**src/rtl/fifo_drain_unit_if.sv**
```systemverilog
// Interfaces for the drain unit: the read side of the 16x32 synchronous FIFO
// and the valid/ready word stream presented to the next stage.

interface drain_fifo_if #(
  parameter int DATA_W = 32
);
  logic              fifo_rd_en;
  logic              fifo_empty;
  logic [DATA_W-1:0] fifo_data;

  // Drain unit side: issues read strobes, receives status and data.
  modport master (output fifo_rd_en, input fifo_empty, input fifo_data);
  // FIFO side: receives read strobes, supplies status and data.
  modport slave  (input fifo_rd_en, output fifo_empty, output fifo_data);
endinterface

interface drain_stream_if #(
  parameter int DATA_W = 32
);
  logic              m_valid;
  logic [DATA_W-1:0] m_data;
  logic              m_ready;

  // Producer of the word stream.
  modport master (output m_valid, output m_data, input m_ready);
  // Consumer of the word stream.
  modport slave  (input m_valid, input m_data, output m_ready);
endinterface

```
**src/rtl/fifo_drain_unit.sv**
```systemverilog
// Drains a synchronous FIFO with one-cycle read latency into a small circular
// skid queue and presents the words on a valid/ready stream. Reads are issued
// only against free queue credit, so the in-flight word always has a slot.

module fifo_drain_unit #(
  parameter int DATA_W = 32,
  parameter int DEPTH  = 4,   // power of two, >= 3 for full throughput
  parameter int CNT_W  = 16
) (
  input  logic               clk,
  input  logic               reset,     // asynchronous, active low
  input  logic               drain_en,
  drain_fifo_if.master       fifo,
  drain_stream_if.master     strm,
  output logic [CNT_W-1:0]   word_cnt,
  output logic               busy
);

  localparam int PTR_W = $clog2(DEPTH);
  localparam int OCC_W = $clog2(DEPTH + 1);

  typedef enum logic [1:0] {
    S_IDLE   = 2'd0,
    S_ACTIVE = 2'd1,
    S_FLUSH  = 2'd2
  } state_t;

  state_t            r_state;
  state_t            w_state_next;
  logic [OCC_W-1:0]  r_occ;
  logic              r_pending;
  logic [PTR_W-1:0]  r_head;
  logic [PTR_W-1:0]  r_tail;
  logic [DATA_W-1:0] r_queue [DEPTH];
  logic [CNT_W-1:0]  r_word_cnt;

  logic [OCC_W:0]    w_inflight;
  logic              w_credit;
  logic              w_work;
  logic              w_rd_en;
  logic              w_valid;
  logic              w_capture;
  logic              w_pop;

  // Words already queued plus the one still coming back from the FIFO.
  assign w_inflight = {1'b0, r_occ} + {{OCC_W{1'b0}}, r_pending};
  assign w_credit   = (w_inflight < (OCC_W + 1)'(DEPTH));
  assign w_work     = r_pending | (r_occ != '0);

  // Read strobe depends only on registers, the FIFO status and drain_en;
  // m_ready deliberately stays out of this path. Reset forces it low.
  assign w_rd_en = reset & drain_en & ~fifo.fifo_empty & w_credit &
                   (r_state != S_FLUSH);
  assign fifo.fifo_rd_en = w_rd_en;

  assign w_valid   = (r_occ != '0);
  assign w_capture = r_pending;
  assign w_pop     = w_valid & strm.m_ready;

  assign strm.m_valid = w_valid;
  assign strm.m_data  = w_valid ? r_queue[r_head] : '0;
  assign word_cnt     = r_word_cnt;
  assign busy         = (r_state != S_IDLE);

  // State register.
  always_ff @(posedge clk or negedge reset) begin
    // NOTE: sequential state uses non-blocking assignments so every register
    // samples pre-edge values regardless of block ordering.
    if (!reset) r_state <= S_IDLE;
    else        r_state <= w_state_next;
  end

  // Next-state logic: FLUSH lets outstanding words drain with reads stopped.
  always_comb begin
    // NOTE: default assigned first so no path leaves w_state_next unassigned
    // (which would infer a latch).
    w_state_next = r_state;
    unique case (r_state)
      S_IDLE: begin
        if (drain_en) w_state_next = S_ACTIVE;
      end
      S_ACTIVE: begin
        if (!drain_en) w_state_next = w_work ? S_FLUSH : S_IDLE;
      end
      S_FLUSH: begin
        if (drain_en)     w_state_next = S_ACTIVE;
        else if (!w_work) w_state_next = S_IDLE;
      end
      default: w_state_next = S_IDLE;
    endcase
  end

  // Read-latency tracking, queue pointers, occupancy and delivered count.
  always_ff @(posedge clk or negedge reset) begin
    if (!reset) begin
      r_pending  <= 1'b0;
      r_occ      <= '0;
      r_head     <= '0;
      r_tail     <= '0;
      r_word_cnt <= '0;
    end else begin
      r_pending <= w_rd_en;
      if (w_capture) r_tail <= r_tail + 1'b1;
      if (w_pop) begin
        r_head     <= r_head + 1'b1;
        r_word_cnt <= r_word_cnt + 1'b1;
      end
      r_occ <= r_occ + {{(OCC_W-1){1'b0}}, w_capture}
                     - {{(OCC_W-1){1'b0}}, w_pop};
    end
  end

  // Skid queue storage: written with the FIFO word one cycle after the read.
  always_ff @(posedge clk) begin
    // NOTE: storage is not reset; an entry is only visible once r_occ counts
    // it, and m_data is forced to zero while the queue is empty.
    if (w_capture) r_queue[r_tail] <= fifo.fifo_data;
  end

endmodule
```
**src/flat_wrapper.sv**
```systemverilog
// flat-port wrapper written by rule: the top's interface ports become plain ports
module fifo_drain_unit_flat 
#(
  parameter int DATA_W = 32,
  parameter int DEPTH  = 4,                                            
  parameter int CNT_W  = 16
)
  (clk, reset, drain_en, word_cnt, busy, fifo_fifo_rd_en, fifo_fifo_empty, fifo_fifo_data, strm_m_valid, strm_m_data, strm_m_ready);
  drain_fifo_if #(.DATA_W(DATA_W)) fifo_i ();
  drain_stream_if #(.DATA_W(DATA_W)) strm_i ();
  input  logic clk;
  input  logic reset;
  input  logic drain_en;
  output logic [CNT_W-1:0] word_cnt;
  output logic busy;
  output wire logic [$bits(fifo_i.fifo_rd_en)-1:0] fifo_fifo_rd_en;
  input wire logic [$bits(fifo_i.fifo_empty)-1:0] fifo_fifo_empty;
  input wire logic [$bits(fifo_i.fifo_data)-1:0] fifo_fifo_data;
  output wire logic [$bits(strm_i.m_valid)-1:0] strm_m_valid;
  output wire logic [$bits(strm_i.m_data)-1:0] strm_m_data;
  input wire logic [$bits(strm_i.m_ready)-1:0] strm_m_ready;
  assign fifo_fifo_rd_en = fifo_i.fifo_rd_en;
  assign fifo_i.fifo_empty = fifo_fifo_empty;
  assign fifo_i.fifo_data = fifo_fifo_data;
  assign strm_m_valid = strm_i.m_valid;
  assign strm_m_data = strm_i.m_data;
  assign strm_i.m_ready = strm_m_ready;
  fifo_drain_unit #(.DATA_W(DATA_W), .DEPTH(DEPTH), .CNT_W(CNT_W)) u_core (.clk(clk), .reset(reset), .drain_en(drain_en), .fifo(fifo_i), .strm(strm_i), .word_cnt(word_cnt), .busy(busy));
endmodule
```
**config.mk**
```make
export PLATFORM = sky130hd
export DESIGN_NAME = fifo_drain_unit_flat
export DESIGN_NICKNAME = d
export VERILOG_FILES = /design/src/rtl/fifo_drain_unit_if.sv /design/src/rtl/fifo_drain_unit.sv /design/src/flat_wrapper.sv
export SDC_FILE = /design/constraint.sdc
export NUM_CORES = 1
export LEC_CHECK = 0
export CAP_MARGIN = 20
export CORE_ASPECT_RATIO = 1.75
export CORE_MARGIN = 1
export CORE_UTILIZATION = 49
export CTS_CLUSTER_DIAMETER = 120
export CTS_CLUSTER_SIZE = 12
export DETAILED_ROUTE_END_ITERATION = 8
export PLACE_DENSITY_LB_ADDON = 0.12
export SLEW_MARGIN = 25
export SYNTH_ARGS = -nofsm -noshare
export SYNTH_HDL_FRONTEND = slang
export SYNTH_SLANG_ARGS = --single-unit
```
**constraint.sdc**
```tcl
create_clock -name clk -period 2.35 [get_ports clk]
set_clock_uncertainty 0.2 [all_clocks]
set_input_delay 0.235 -clock clk [delete_from_list [all_inputs] [get_ports clk]]
set_output_delay 0.235 -clock clk [all_outputs]
set_load 0.1 [all_outputs]
```
==> results of run 1 <==
## routing by layer
metal,GRT usage,share of wire,vias up
met1,0.213,0.39,1611
li1,-,-,1430
met2,0.328,0.55,78
met4,0.0800,0.023,0
met3,0.0493,0.037,15
met5,0,0,-
## worst min-delay path by stage
stage	start	to	slack, ns	cells past startpoint
2_1_floorplan	reset	u_core.r_head[0]$_DFFE_PN0P_	-0.26	0
4_1_cts	reset	u_core.word_cnt[10]$_DFFE_PN0P_	0.18	2
5_1_grt	reset	u_core.word_cnt[12]$_DFFE_PN0P_	0.19	2
3_5_place_dp	u_core.word_cnt[15]$_DFFE_PN0P_	u_core.word_cnt[15]$_DFFE_PN0P_	0.27	1
6_report	reset	u_core.word_cnt[12]$_DFFE_PN0P_	0.17	2
3_3_place_gp	u_core.word_cnt[15]$_DFFE_PN0P_	u_core.word_cnt[15]$_DFFE_PN0P_	0.28	1
## layout make-up
type                            count  area, sq um  share of cell area
Timing Repair Buffer              109         1470               0.176
Sequential cell                   154         4500               0.538
Tap cell                          165          206              0.0247
Clock inverter                     13          139              0.0166
Multi-Input combinational cell    137         1580               0.189
Inverter                            8         30.0             0.00359
Clock buffer                       19          443              0.0530
## synthesized netlist by cell type (all sizes together) (2+ instances only)
library cell | count | area share
or2 | 2 | 0.0021
and2 | 36 | 0.037
inv | 8 | 0.0049
xor2 | 5 | 0.0072
nand4 | 2 | 0.0021
clkbuf | 8 | 0.0049
nor2 | 3 | 0.0019
ha | 8 | 0.016
xnor2 | 15 | 0.022
and3 | 2 | 0.0021
and4 | 2 | 0.0029
nor3 | 4 | 0.0033
nand2 | 11 | 0.0068
nand3 | 6 | 0.0049
dfrtp | 26 | 0.11
edfxtp | 128 | 0.63
mux4 | 32 | 0.12
buf | 5 | 0.0054
## sequential cells by signal (all words and copies together), names as in the netlist
register          flops
u_core.r_tail         2
u_core.r_occ          3
u_core.r_queue      128
u_core.word_cnt      16
u_core.r_pending      1
u_core.r_head         2
u_core.r_state        2
## logic make-up (layout without fill, tap and decap cells)
family / count (synthesis) / in the layout / share of synthesized area
flip-flops: 154 / 154 / 0.740
AND/OR/NAND/NOR: 71 / 71 / 0.0686
multiplexers: 33 / 33 / 0.120
buffers and inverters: 21 / 149 / 0.0153
XOR/XNOR: 20 / 20 / 0.0289
adder cells (fa/ha/maj): 9 / 9 / 0.0198
AO/OA/AOI/OAI: 4 / 4 / 0.00680
## through the flow
stage | hold slack, ns | instances | area (sq um) | utilization
after floorplan | -0.261 | 312 | 6090 | -
after global placement | 0.277 | 565 | 7580 | 0.628
after detailed placement | 0.268 | 565 | 7580 | 0.628
after CTS | 0.181 | 598 | 8230 | 0.682
after global routing | 0.188 | 605 | 8360 | 0.693
final | 0.172 | 605 | 8360 | 0.693
## timing repair
action,4_1_cts,5_1_grt
setup buffers,1,3
gates cloned,0,4
endpoints found under the setup margin,32,32
gates resized for setup,28,5
pin swaps,0,0
==> flow_summary.ini, run 1 <==
[timing]
min_period_over_period = 1.01
setup-violations-final = 17
worst_slew_pin_slew_ns = 0.379
hold_violations = 0
slew_viol_final = 0
finalSetupTns_ns = -0.191
fmax_mhz = 422
period_minus_slack_ns = 2.37
rsz0062_at_grt = yes
max-slew-margin-rel = 0.745
setup_slack_ns = -0.0212

[critical_path]
reg2regPathDepth = 7
critPathMaxStageDelay_ns = 0.48
cp_slowest_cell = mux4_2
crit_cells = 5
cp.arrival_ns = 1.94
cp_max_fo = 5
r2r_end = u_core.r_occ[2]$_DFF_PN0_
worst_setup_path_start_kind = flop
critical_path_required_ns = 1.91
crit_path_end = strm_m_data[23]
worstPathBufferInverterCount = 3
cp_top_family = multiplexers
critPathCaptureType = output port
crit_type = reg -> out
cpMostUsedCell = buf_12
r2r_start = u_core.r_occ[0]$_DFF_PN0_
worstSetupStartpoint = u_core.r_head[0]$_DFFE_PN0P_
path_cells = buf_12 -> clkbuf_16 -> mux4_2 -> and2_4 -> buf_12
reg2reg_setup_slack_ns = 0.24

[grt]
grt_usage = 0.187
grt_first_pass_wirelength_mm = 17.2
grt-ovfl-total = 0
grt_antenna_before_repair = 0
first_global_vias = 3219
grt_max_degree = 35

[synth]
async_flop_share = 0.169
ys_seq_area_frac = 0.740
syn_nets = 358
synth_ff_type = edfxtp_1
yosysWarnings = 0
ys_ff_latch = 154
netlist_instances = 312
yosysUniqueCellTypes = 28
synth_edf_count = 128
netlist_area_sq_um = 6070
syn_avg_cell_area_sq_um = 19.5

[flow_run]
maxCapViolCount = 0

[floorplan]
dieArea_sq_um = 12900
ios = 88
die_height_um = 149
core.rowCount = 53
coreArea_sq_um = 12100
start_util = 0.503
die_w_um = 86.1

[clock_tree]
cts_tree = yes
cts.sinks = 154
cts.clk_slew.worst_paths_ns = 0.06
numCtsBuffers = 17
htreeDepth = 4
cts_hold_buf = 0
ctsLongestPathBuffers = 2
cts_root_buffer = clkbuf_16
clock_latency_ns = 0.41

[routing]
totalWireLength_mm = 11.6
dr.pass1.iters = 4
detail_route.vias_per_cell = 5.18
drc = 0
ant_nets = 0
via_count = 3134
wl_per_cell_um = 19.1
drtIter0Drc = 118

[cells_and_area]
fin_nets = 473
fillers = 825
final_common_cell = edfxtp_1
area_growth_pct = 37.8
drive_above_1_share = 0.407
n_antenna_cell = 0
final_cell_mix = edfxtp_1, buf_12, clkdlybuf4s50_1

[place]
pre_cts_ws_ns = 0.145
portBuffers = 87
finalWeightedCongestion = 0.737
place_hpwl_mm = 6.93

[run_status]
status = finished with violations
violations = negative setup slack

[min_path]
hold_class = in -> async
Power of run 1 is not shown: default switching activity piles up to over one toggle a cycle in this logic, so the estimate is an artifact.
==> run 2, diff against run 1 <==
--- a/config.mk
+++ b/config.mk
@@ -12,6 +12,7 @@
 export CTS_CLUSTER_DIAMETER = 120
 export CTS_CLUSTER_SIZE = 12
 export DETAILED_ROUTE_END_ITERATION = 8
+export GPL_ROUTABILITY_DRIVEN = 0
 export PLACE_DENSITY_LB_ADDON = 0.12
 export SLEW_MARGIN = 25
 export SYNTH_ARGS = -nofsm -noshare
==> results of run 2 <==
The final DEF is identical to that of run 1; final timing and power are the same.
Power of run 2 is left out for the same reason.
